==> src/rtl/cache_traffic_gen_if.sv <==
// Cache port bundle: request channel (generator -> cache) and response
// channel (cache -> generator), both val/rdy.
interface cache_traffic_gen_if;
  logic [75:0] cachereq_msg;   // {type, opaque, addr, len, data}
  logic        cachereq_val;
  logic        cachereq_rdy;
  logic [43:0] cacheresp_msg;  // {type, opaque, len, data}
  logic        cacheresp_val;
  logic        cacheresp_rdy;

  modport master (
    output cachereq_msg, cachereq_val, cacheresp_rdy,
    input  cachereq_rdy, cacheresp_msg, cacheresp_val
  );

  modport slave (
    input  cachereq_msg, cachereq_val, cacheresp_rdy,
    output cachereq_rdy, cacheresp_msg, cacheresp_val
  );
endinterface

==> src/rtl/cache_traffic_gen.sv <==
// Cache traffic generator: write sweep then read-back sweep over a tag/index
// pattern, one request in flight, every response checked against the
// expected opaque/type/data. Exposes pass/fail and progress counters.
module cache_traffic_gen #(
  parameter int          NUM_REQS  = 50,
  parameter int          TAG_COUNT = 4,
  parameter int          IDX_COUNT = 4,
  parameter int          OFFSET    = 0,
  parameter logic [31:0] DATA_SEED = 32'h0000_0000,
  parameter int          GAP       = 0,
  parameter int          TIMEOUT   = 1023
) (
  input  logic                       clk,
  input  logic                       reset,
  input  logic                       start,
  cache_traffic_gen_if.master        cache,
  output logic                       busy,
  output logic                       done,
  output logic                       pass,
  output logic                       timeout,
  output logic [7:0]                 err_count,
  output logic [8:0]                 req_count,
  output logic [8:0]                 resp_count
);

  localparam int              TW       = $clog2(TIMEOUT + 1);
  localparam logic [7:0]      LAST_I   = 8'(NUM_REQS - 1);
  localparam logic [2:0]      TAG_LAST = 3'(TAG_COUNT - 1);
  localparam logic [2:0]      IDX_LAST = 3'(IDX_COUNT - 1);
  localparam logic [7:0]      GAP_LAST = (GAP > 0) ? 8'(GAP - 1) : 8'd0;
  localparam logic [TW-1:0]   TO_LAST  = TW'(TIMEOUT - 1);
  localparam logic [3:0]      OFF      = 4'(OFFSET);
  localparam logic [1:0]      T_RD     = 2'd0;
  localparam logic [1:0]      T_WR     = 2'd1;

  typedef enum logic [2:0] {
    IDLE, GAP_WAIT, SEND, WAIT_RESP, DONE
  } state_t;

  // Registered state
  state_t        r_state;
  logic [7:0]    r_seq;       // step index i within the current phase
  logic [2:0]    r_tag;
  logic [2:0]    r_idx;
  logic          r_rd;        // 0 = write phase, 1 = read phase
  logic [7:0]    r_gap;
  logic [TW-1:0] r_timer;
  logic          r_req_val;
  logic [75:0]   r_req_msg;
  logic          r_resp_rdy;
  logic          r_done;
  logic          r_pass;
  logic          r_timeout;
  logic [7:0]    r_err;
  logic [8:0]    r_reqc;
  logic [8:0]    r_respc;

  // Next-state values
  state_t        w_state;
  logic [7:0]    w_seq;
  logic [2:0]    w_tag;
  logic [2:0]    w_idx;
  logic          w_rd;
  logic [7:0]    w_gap;
  logic [TW-1:0] w_timer;
  logic          w_req_val;
  logic [75:0]   w_req_msg;
  logic          w_resp_rdy;
  logic          w_done;
  logic          w_pass;
  logic          w_timeout;
  logic [7:0]    w_err;
  logic [8:0]    w_reqc;
  logic [8:0]    w_respc;
  logic          w_load;      // build a fresh request message this cycle

  // Response fields and check against the outstanding request
  logic [1:0]    w_rsp_type;
  logic [7:0]    w_rsp_op;
  logic [1:0]    w_unused_len;
  logic [31:0]   w_rsp_data;
  logic          w_mismatch;
  logic          w_last_read;

  assign {w_rsp_type, w_rsp_op, w_unused_len, w_rsp_data} = cache.cacheresp_msg;

  assign w_mismatch  = (w_rsp_op != r_seq)
                     | (w_rsp_type != (r_rd ? T_RD : T_WR))
                     | (r_rd & (w_rsp_data != (DATA_SEED + {24'd0, r_seq})));
  assign w_last_read = r_rd & (r_seq == LAST_I);

  assign cache.cachereq_val  = r_req_val;
  assign cache.cachereq_msg  = r_req_msg;
  assign cache.cacheresp_rdy = r_resp_rdy;

  assign busy       = (r_state != IDLE) && (r_state != DONE);
  assign done       = r_done;
  assign pass       = r_pass;
  assign timeout    = r_timeout;
  assign err_count  = r_err;
  assign req_count  = r_reqc;
  assign resp_count = r_respc;

  // Next-state and registered-output logic for the sweep FSM
  always_comb begin
    w_state    = r_state;
    w_seq      = r_seq;
    w_tag      = r_tag;
    w_idx      = r_idx;
    w_rd       = r_rd;
    w_gap      = r_gap;
    w_timer    = r_timer;
    w_req_val  = r_req_val;
    w_req_msg  = r_req_msg;
    w_resp_rdy = r_resp_rdy;
    w_done     = r_done;
    w_pass     = r_pass;
    w_timeout  = r_timeout;
    w_err      = r_err;
    w_reqc     = r_reqc;
    w_respc    = r_respc;
    w_load     = 1'b0;

    unique case (r_state)
      IDLE, DONE: begin
        if (start) begin
          w_seq     = 8'd0;
          w_tag     = 3'd0;
          w_idx     = 3'd0;
          w_rd      = 1'b0;
          w_err     = 8'd0;
          w_reqc    = 9'd0;
          w_respc   = 9'd0;
          w_timeout = 1'b0;
          w_pass    = 1'b0;
          w_done    = 1'b0;
          w_req_val = 1'b1;
          w_load    = 1'b1;
          w_state   = SEND;
        end
      end

      GAP_WAIT: begin
        if (r_gap == GAP_LAST) begin
          w_req_val = 1'b1;
          w_load    = 1'b1;
          w_state   = SEND;
        end else begin
          w_gap = r_gap + 8'd1;
        end
      end

      SEND: begin
        if (cache.cachereq_rdy) begin
          w_req_val  = 1'b0;
          w_reqc     = r_reqc + 9'd1;
          w_resp_rdy = 1'b1;
          w_timer    = '0;
          w_state    = WAIT_RESP;
        end
      end

      WAIT_RESP: begin
        if (cache.cacheresp_val) begin
          w_resp_rdy = 1'b0;
          w_respc    = r_respc + 9'd1;
          if (w_mismatch && (r_err != 8'hFF)) w_err = r_err + 8'd1;
          if (w_last_read) begin
            w_done  = 1'b1;
            w_pass  = (w_err == 8'd0) && !r_timeout;
            w_state = DONE;
          end else begin
            // Tag steps every request; index steps on each tag wrap.
            if (r_tag == TAG_LAST) begin
              w_tag = 3'd0;
              w_idx = (r_idx == IDX_LAST) ? 3'd0 : r_idx + 3'd1;
            end else begin
              w_tag = r_tag + 3'd1;
            end
            // Last write: replay the same address/opaque sequence as reads.
            if (!r_rd && (r_seq == LAST_I)) begin
              w_rd  = 1'b1;
              w_seq = 8'd0;
              w_tag = 3'd0;
              w_idx = 3'd0;
            end else begin
              w_seq = r_seq + 8'd1;
            end
            if (GAP == 0) begin
              w_req_val = 1'b1;
              w_load    = 1'b1;
              w_state   = SEND;
            end else begin
              w_gap   = 8'd0;
              w_state = GAP_WAIT;
            end
          end
        end else if (r_timer == TO_LAST) begin
          w_resp_rdy = 1'b0;
          w_timeout  = 1'b1;
          w_done     = 1'b1;
          w_pass     = 1'b0;
          w_state    = DONE;
        end else begin
          w_timer = r_timer + 1'b1;
        end
      end

      default: w_state = IDLE;
    endcase

    // Message is rebuilt only on entry to SEND so it holds while stalled.
    if (w_load) begin
      w_req_msg = {w_rd ? T_RD : T_WR,
                   w_seq,
                   {20'd0, w_tag, w_idx, OFF, 2'b00},
                   2'b00,
                   w_rd ? 32'd0 : (DATA_SEED + {24'd0, w_seq})};
    end
  end

  // State register with synchronous reset that aborts any run in progress
  always_ff @(posedge clk) begin
    if (reset) begin
      r_state    <= IDLE;
      r_seq      <= 8'd0;
      r_tag      <= 3'd0;
      r_idx      <= 3'd0;
      r_rd       <= 1'b0;
      r_gap      <= 8'd0;
      r_timer    <= '0;
      r_req_val  <= 1'b0;
      r_req_msg  <= 76'd0;
      r_resp_rdy <= 1'b0;
      r_done     <= 1'b0;
      r_pass     <= 1'b0;
      r_timeout  <= 1'b0;
      r_err      <= 8'd0;
      r_reqc     <= 9'd0;
      r_respc    <= 9'd0;
    end else begin
      r_state    <= w_state;
      r_seq      <= w_seq;
      r_tag      <= w_tag;
      r_idx      <= w_idx;
      r_rd       <= w_rd;
      r_gap      <= w_gap;
      r_timer    <= w_timer;
      r_req_val  <= w_req_val;
      r_req_msg  <= w_req_msg;
      r_resp_rdy <= w_resp_rdy;
      r_done     <= w_done;
      r_pass     <= w_pass;
      r_timeout  <= w_timeout;
      r_err      <= w_err;
      r_reqc     <= w_reqc;
      r_respc    <= w_respc;
    end
  end

endmodule

==> src/flat_wrapper.sv <==
// flat-port wrapper written by rule: the top's interface ports become plain ports
module cache_traffic_gen_flat 
#(
  parameter int          NUM_REQS  = 50,
  parameter int          TAG_COUNT = 4,
  parameter int          IDX_COUNT = 4,
  parameter int          OFFSET    = 0,
  parameter logic [31:0] DATA_SEED = 32'h0000_0000,
  parameter int          GAP       = 0,
  parameter int          TIMEOUT   = 1023
)
  (clk, reset, start, busy, done, pass, timeout, err_count, req_count, resp_count, cache_cachereq_msg, cache_cachereq_val, cache_cacheresp_rdy, cache_cachereq_rdy, cache_cacheresp_msg, cache_cacheresp_val);
  cache_traffic_gen_if cache_i ();
  input  logic clk;
  input  logic reset;
  input  logic start;
  output logic busy;
  output logic done;
  output logic pass;
  output logic timeout;
  output logic [7:0] err_count;
  output logic [8:0] req_count;
  output logic [8:0] resp_count;
  output wire logic [$bits(cache_i.cachereq_msg)-1:0] cache_cachereq_msg;
  output wire logic [$bits(cache_i.cachereq_val)-1:0] cache_cachereq_val;
  output wire logic [$bits(cache_i.cacheresp_rdy)-1:0] cache_cacheresp_rdy;
  input wire logic [$bits(cache_i.cachereq_rdy)-1:0] cache_cachereq_rdy;
  input wire logic [$bits(cache_i.cacheresp_msg)-1:0] cache_cacheresp_msg;
  input wire logic [$bits(cache_i.cacheresp_val)-1:0] cache_cacheresp_val;
  assign cache_cachereq_msg = cache_i.cachereq_msg;
  assign cache_cachereq_val = cache_i.cachereq_val;
  assign cache_cacheresp_rdy = cache_i.cacheresp_rdy;
  assign cache_i.cachereq_rdy = cache_cachereq_rdy;
  assign cache_i.cacheresp_msg = cache_cacheresp_msg;
  assign cache_i.cacheresp_val = cache_cacheresp_val;
  cache_traffic_gen #(.NUM_REQS(NUM_REQS), .TAG_COUNT(TAG_COUNT), .IDX_COUNT(IDX_COUNT), .OFFSET(OFFSET), .DATA_SEED(DATA_SEED), .GAP(GAP), .TIMEOUT(TIMEOUT)) u_core (.clk(clk), .reset(reset), .start(start), .cache(cache_i), .busy(busy), .done(done), .pass(pass), .timeout(timeout), .err_count(err_count), .req_count(req_count), .resp_count(resp_count));
endmodule
==> config.mk <==
export PLATFORM = sky130hd
export DESIGN_NAME = cache_traffic_gen_flat
export DESIGN_NICKNAME = d
export VERILOG_FILES = /design/src/rtl/cache_traffic_gen_if.sv /design/src/rtl/cache_traffic_gen.sv /design/src/flat_wrapper.sv
export SDC_FILE = /design/constraint.sdc
export NUM_CORES = 1
export LEC_CHECK = 0
export ABC_CLOCK_PERIOD_IN_PS = 2700
export BUFFER_PORTS_ARGS = -buffer_cell sky130_fd_sc_hd__buf_2
export CAP_MARGIN = 40
export CORE_UTILIZATION = 51
export CTS_CLUSTER_DIAMETER = 150
export DETAILED_ROUTE_END_ITERATION = 10
export GPL_TIMING_DRIVEN = 0
export PLACE_DENSITY = 0.8
export SETUP_SLACK_MARGIN = 0.5
export SYNTH_ARGS = -nofsm -noshare
export SYNTH_HDL_FRONTEND = slang
export SYNTH_SLANG_ARGS = --single-unit
export TNS_END_PERCENT = 20
==> constraint.sdc <==
create_clock -name clk -period 2.7 [get_ports clk]
set_input_delay 0.135 -clock clk [delete_from_list [all_inputs] [get_ports clk]]
set_output_delay 0.135 -clock clk [all_outputs]
set_load 0.01 [all_outputs]
==> qor.csv <==
stage,metric,value,unit
clock_tree,clk buf depth,2,
route,via/cell ratio,5.35,
critical_path,cells along the critical path,"ha_1, nand4_1, o21ai_0, or4b_2, a21boi_0, o2111ai_1, o31ai_2",
grt,vias in the first global route,4062,
critical_path,max incr delay on CP,0.63,ns
clock_tree,Worst-path clk slew,0.10,ns
route,DR iter-0 viols,261,
grt,antenna violations before repair,0,
clock_tree,Skew-Pair Late Insertion Delay,0.37,ns
synthesis,register area share after synthesis,37.5,%
floorplan,Top-Level Pins,157,
timing,min cycle time layout,2.20,ns
grt,largest net degree at the start of global routing,17,
timing,clock skew,0.0138,ns
floorplan,die area,9810,um^2
route,vias,4603,
power_and_ir_drop,leakage,2.74,nW
synthesis,async set-or-reset flop fraction in the synthesized netlist,0,%
placement,dpl hpwl,8680,um
synthesis,Synth Area in Compound Gates,14.6,%
flow_run,max_cap viols,0,
worst_hold_path,HP Class,input pin to flip-flop,
synthesis,Post-Synth Simple-Gate Area,24.6,%
timing,Final Hold Fails,0,
synthesis,"EDFF count, synth",0,
critical_path,kind of cell adding the most delay to the critical path,simple AND/OR/NAND/NOR gates,
route,Avg WL per Cell,13.8,um
synthesis,Yosys warning count,0,
critical_path,Crit-path slowest cell,or4b_2,
timing,Worst Max-Slew Pin Slew,0.662,ns
critical_path,startpoint types,flip-flop,
finish,Syn-to-layout area delta,25.3,%
timing,RSZ-0062 raised after global routing,true,
power_and_ir_drop,VDD IR-drop max,0.292,mV
placement,GPL Wtd Cong,0.897,
synthesis,Syn Inst Count,576,
placement,pre-CTS setup slack,0.308,ns
clock_tree,H-Tree Depth,3,
floorplan,Die Ht,99.1,um
route,drt first pass iters,5,
timing,Max Fclk,455,MHz
finish,final core occ,65.4,%
grt,first-pass GRT wire length,18600,um
timing,fin crit share,81.5,%
synthesis,#FFs+latches synth,90,
synthesis,Mapped Area,4800,um^2
finish,antenna cells,0,
critical_path,Setup crit end kind,flip-flop,
floorplan,row count,35,
synthesis,XOR/XNOR Fraction of Synth Area,8.21,%
power_and_ir_drop,pwr/cell area,460,nW/um^2
synthesis,Post-synth top flop,dfxtp_1,
finish,Final #Nets,805,
timing,# setup viols final,0,
outcome,status,"finished, final reports clean",
grt,total grt overflow,0,
grt,Tot GR Track Use,23.6,%
route,post-route antenna net violation count,0,
route,Routed WL,11900,um
finish,most frequent cells in the layout,"105 x buf_2, 86 x dfxtp_1, 80 x nor2_1, 58 x buf_4, 53 x conb_1",
synthesis,largest family of logic cells by synthesized area,simple AND/OR/NAND/NOR gates,
timing,fin. max-slew vios,0,
floorplan,Chip Width,99.1,um
critical_path,CP Class,flip-flop to flip-flop,
critical_path,CP Buf/Inv Count,0,
critical_path,"Max FO, Critical Path",6,
synthesis,Synth Area in Adders,2.87,%
route,DRC,0,
timing,Setup WS post-layout,0.500,ns
floorplan,Initial Util,52.2,%
clock_tree,CTS buffer count,9,
finish,layout cell share with drive strength beyond 1,29.6,%
critical_path,Worst EP arrival,2.48,ns
floorplan,Core Box Area,9200,um^2
synthesis,mux cell area share after synthesis,0.860,%
synthesis,Netlist cell types,59,
timing,Setup TNS,0,ns
finish,"commonest non-fill, non-tap cell in the layout",buf_2,
clock_tree,CTS tree,built,
timing,Slew HR,55.8,%
placement,IO buf count,100,
clock_tree,clk sinks,90,
clock_tree,Root Driver,clkbuf_8,
synthesis,Syn Area/Cell,8.34,um^2
critical_path,CP required,2.98,ns
## Yosys cell counts, drive strengths merged (8+ instances only)
library cell / count / area (um^2)
ha: 11 / 138
xor2: 23 / 201
nor4: 11 / 109
or3: 8 / 50.1
clkbuf: 15 / 56.3
o21ai: 22 / 110
nand2: 40 / 153
a211oi: 8 / 60.1
inv: 10 / 37.5
nor3: 9 / 45.0
and3: 9 / 56.3
a21oi: 35 / 175
nor2: 82 / 310
buf: 64 / 449
nand3: 23 / 115
dfxtp: 90 / 1800
nor2b: 8 / 50.1
nand4: 19 / 119
xnor2: 22 / 193
## layer usage
metal  global-route usage (%)  wire length (um)
met5                        0                 0
met2                     40.7              5840
met3                     4.11               819
met4                     8.94               180
met1                     29.6              5080
## cell families (layout without fill, tap and decap cells)
kind of cell             Yosys count  in the layout
AO/OA/AOI/OAI                    104            104
XOR/XNOR                          45             45
adder cells (fa/ha/maj)           11             11
buffers and inverters             89            211
flip-flops                        90             90
multiplexers                       4              4
other                              1             53
AND/OR/NAND/NOR                  232            232
## state kept, by name (all words and copies together) (netlist names), 3 cells and up
register,count
u_core.r_tag,3
u_core.cache.cachereq_msg,23
u_core.r_state,3
u_core.err_count,8
u_core.r_seq,8
u_core.r_timer,10
u_core.r_gap,8
u_core.req_count,9
u_core.r_idx,3
u_core.resp_count,9
## metrics by stage
| step | cell area (um^2) | instances | hold WS [ns] | power (mW) |
|---|---|---|---|---|
| after detailed placement | 5640 | 839 | 0.449 | 1.80 |
| after CTS | 5860 | 855 | 0.211 | 2.75 |
| after global routing | 6020 | 861 | 0.245 | 2.88 |
| final | 6020 | 861 | 0.226 | 2.77 |
| after floorplan | 5000 | 628 | 0.413 | 1.68 |
| after global placement | 5640 | 839 | 0.447 | 1.79 |
## timing repair
action / 4_1_cts / 5_1_grt
resized for setup: 4 / 45
setup buffers: 0 / 5
hold buffers: 0 / 0
gates cloned: 0 / 1
pin swaps: 0 / 8
setup endpoints to repair: 28 / 45
## worst min-delay path: stages
cell	delay, ns
buf_2	0.13
and2_1	0.15
nor2_1	0.09
a211oi_1	0.05
## worst paths after layout
| check | from | depth (start not counted) | to | slack, ns |
|---|---|---|---|---|
| worst max register to register | u_core.err_count[1] | 7 | u_core.pass | 0.50 |
| worst min register to register | u_core.cache.cachereq_msg[74] | 2 | u_core.cache.cachereq_msg[74] | 0.46 |
| worst min-delay path | cache_cachereq_rdy | 4 | u_core.cache.cacheresp_rdy | 0.23 |
| worst max-delay path | u_core.err_count[1] | 7 | u_core.pass | 0.50 |
## final cells by class
cell class              instances  area (um^2)
clock buffers                  10          128
plain buffers                  79          532
repair buffers                106          549
inverters                      10         37.5
flip-flops and latches         90         1810
multi-input cells             449         2750
well taps                     111          139
clock inverters                 6         75.1
fillers                       775         3180
## power by group
part	switching, mW	internal, mW
Clock	0.520	0.442
Combinational	0.243	0.183
Sequential	0.0199	1.36
Total	0.783	1.99
Power figures use the tool's default switching activity.
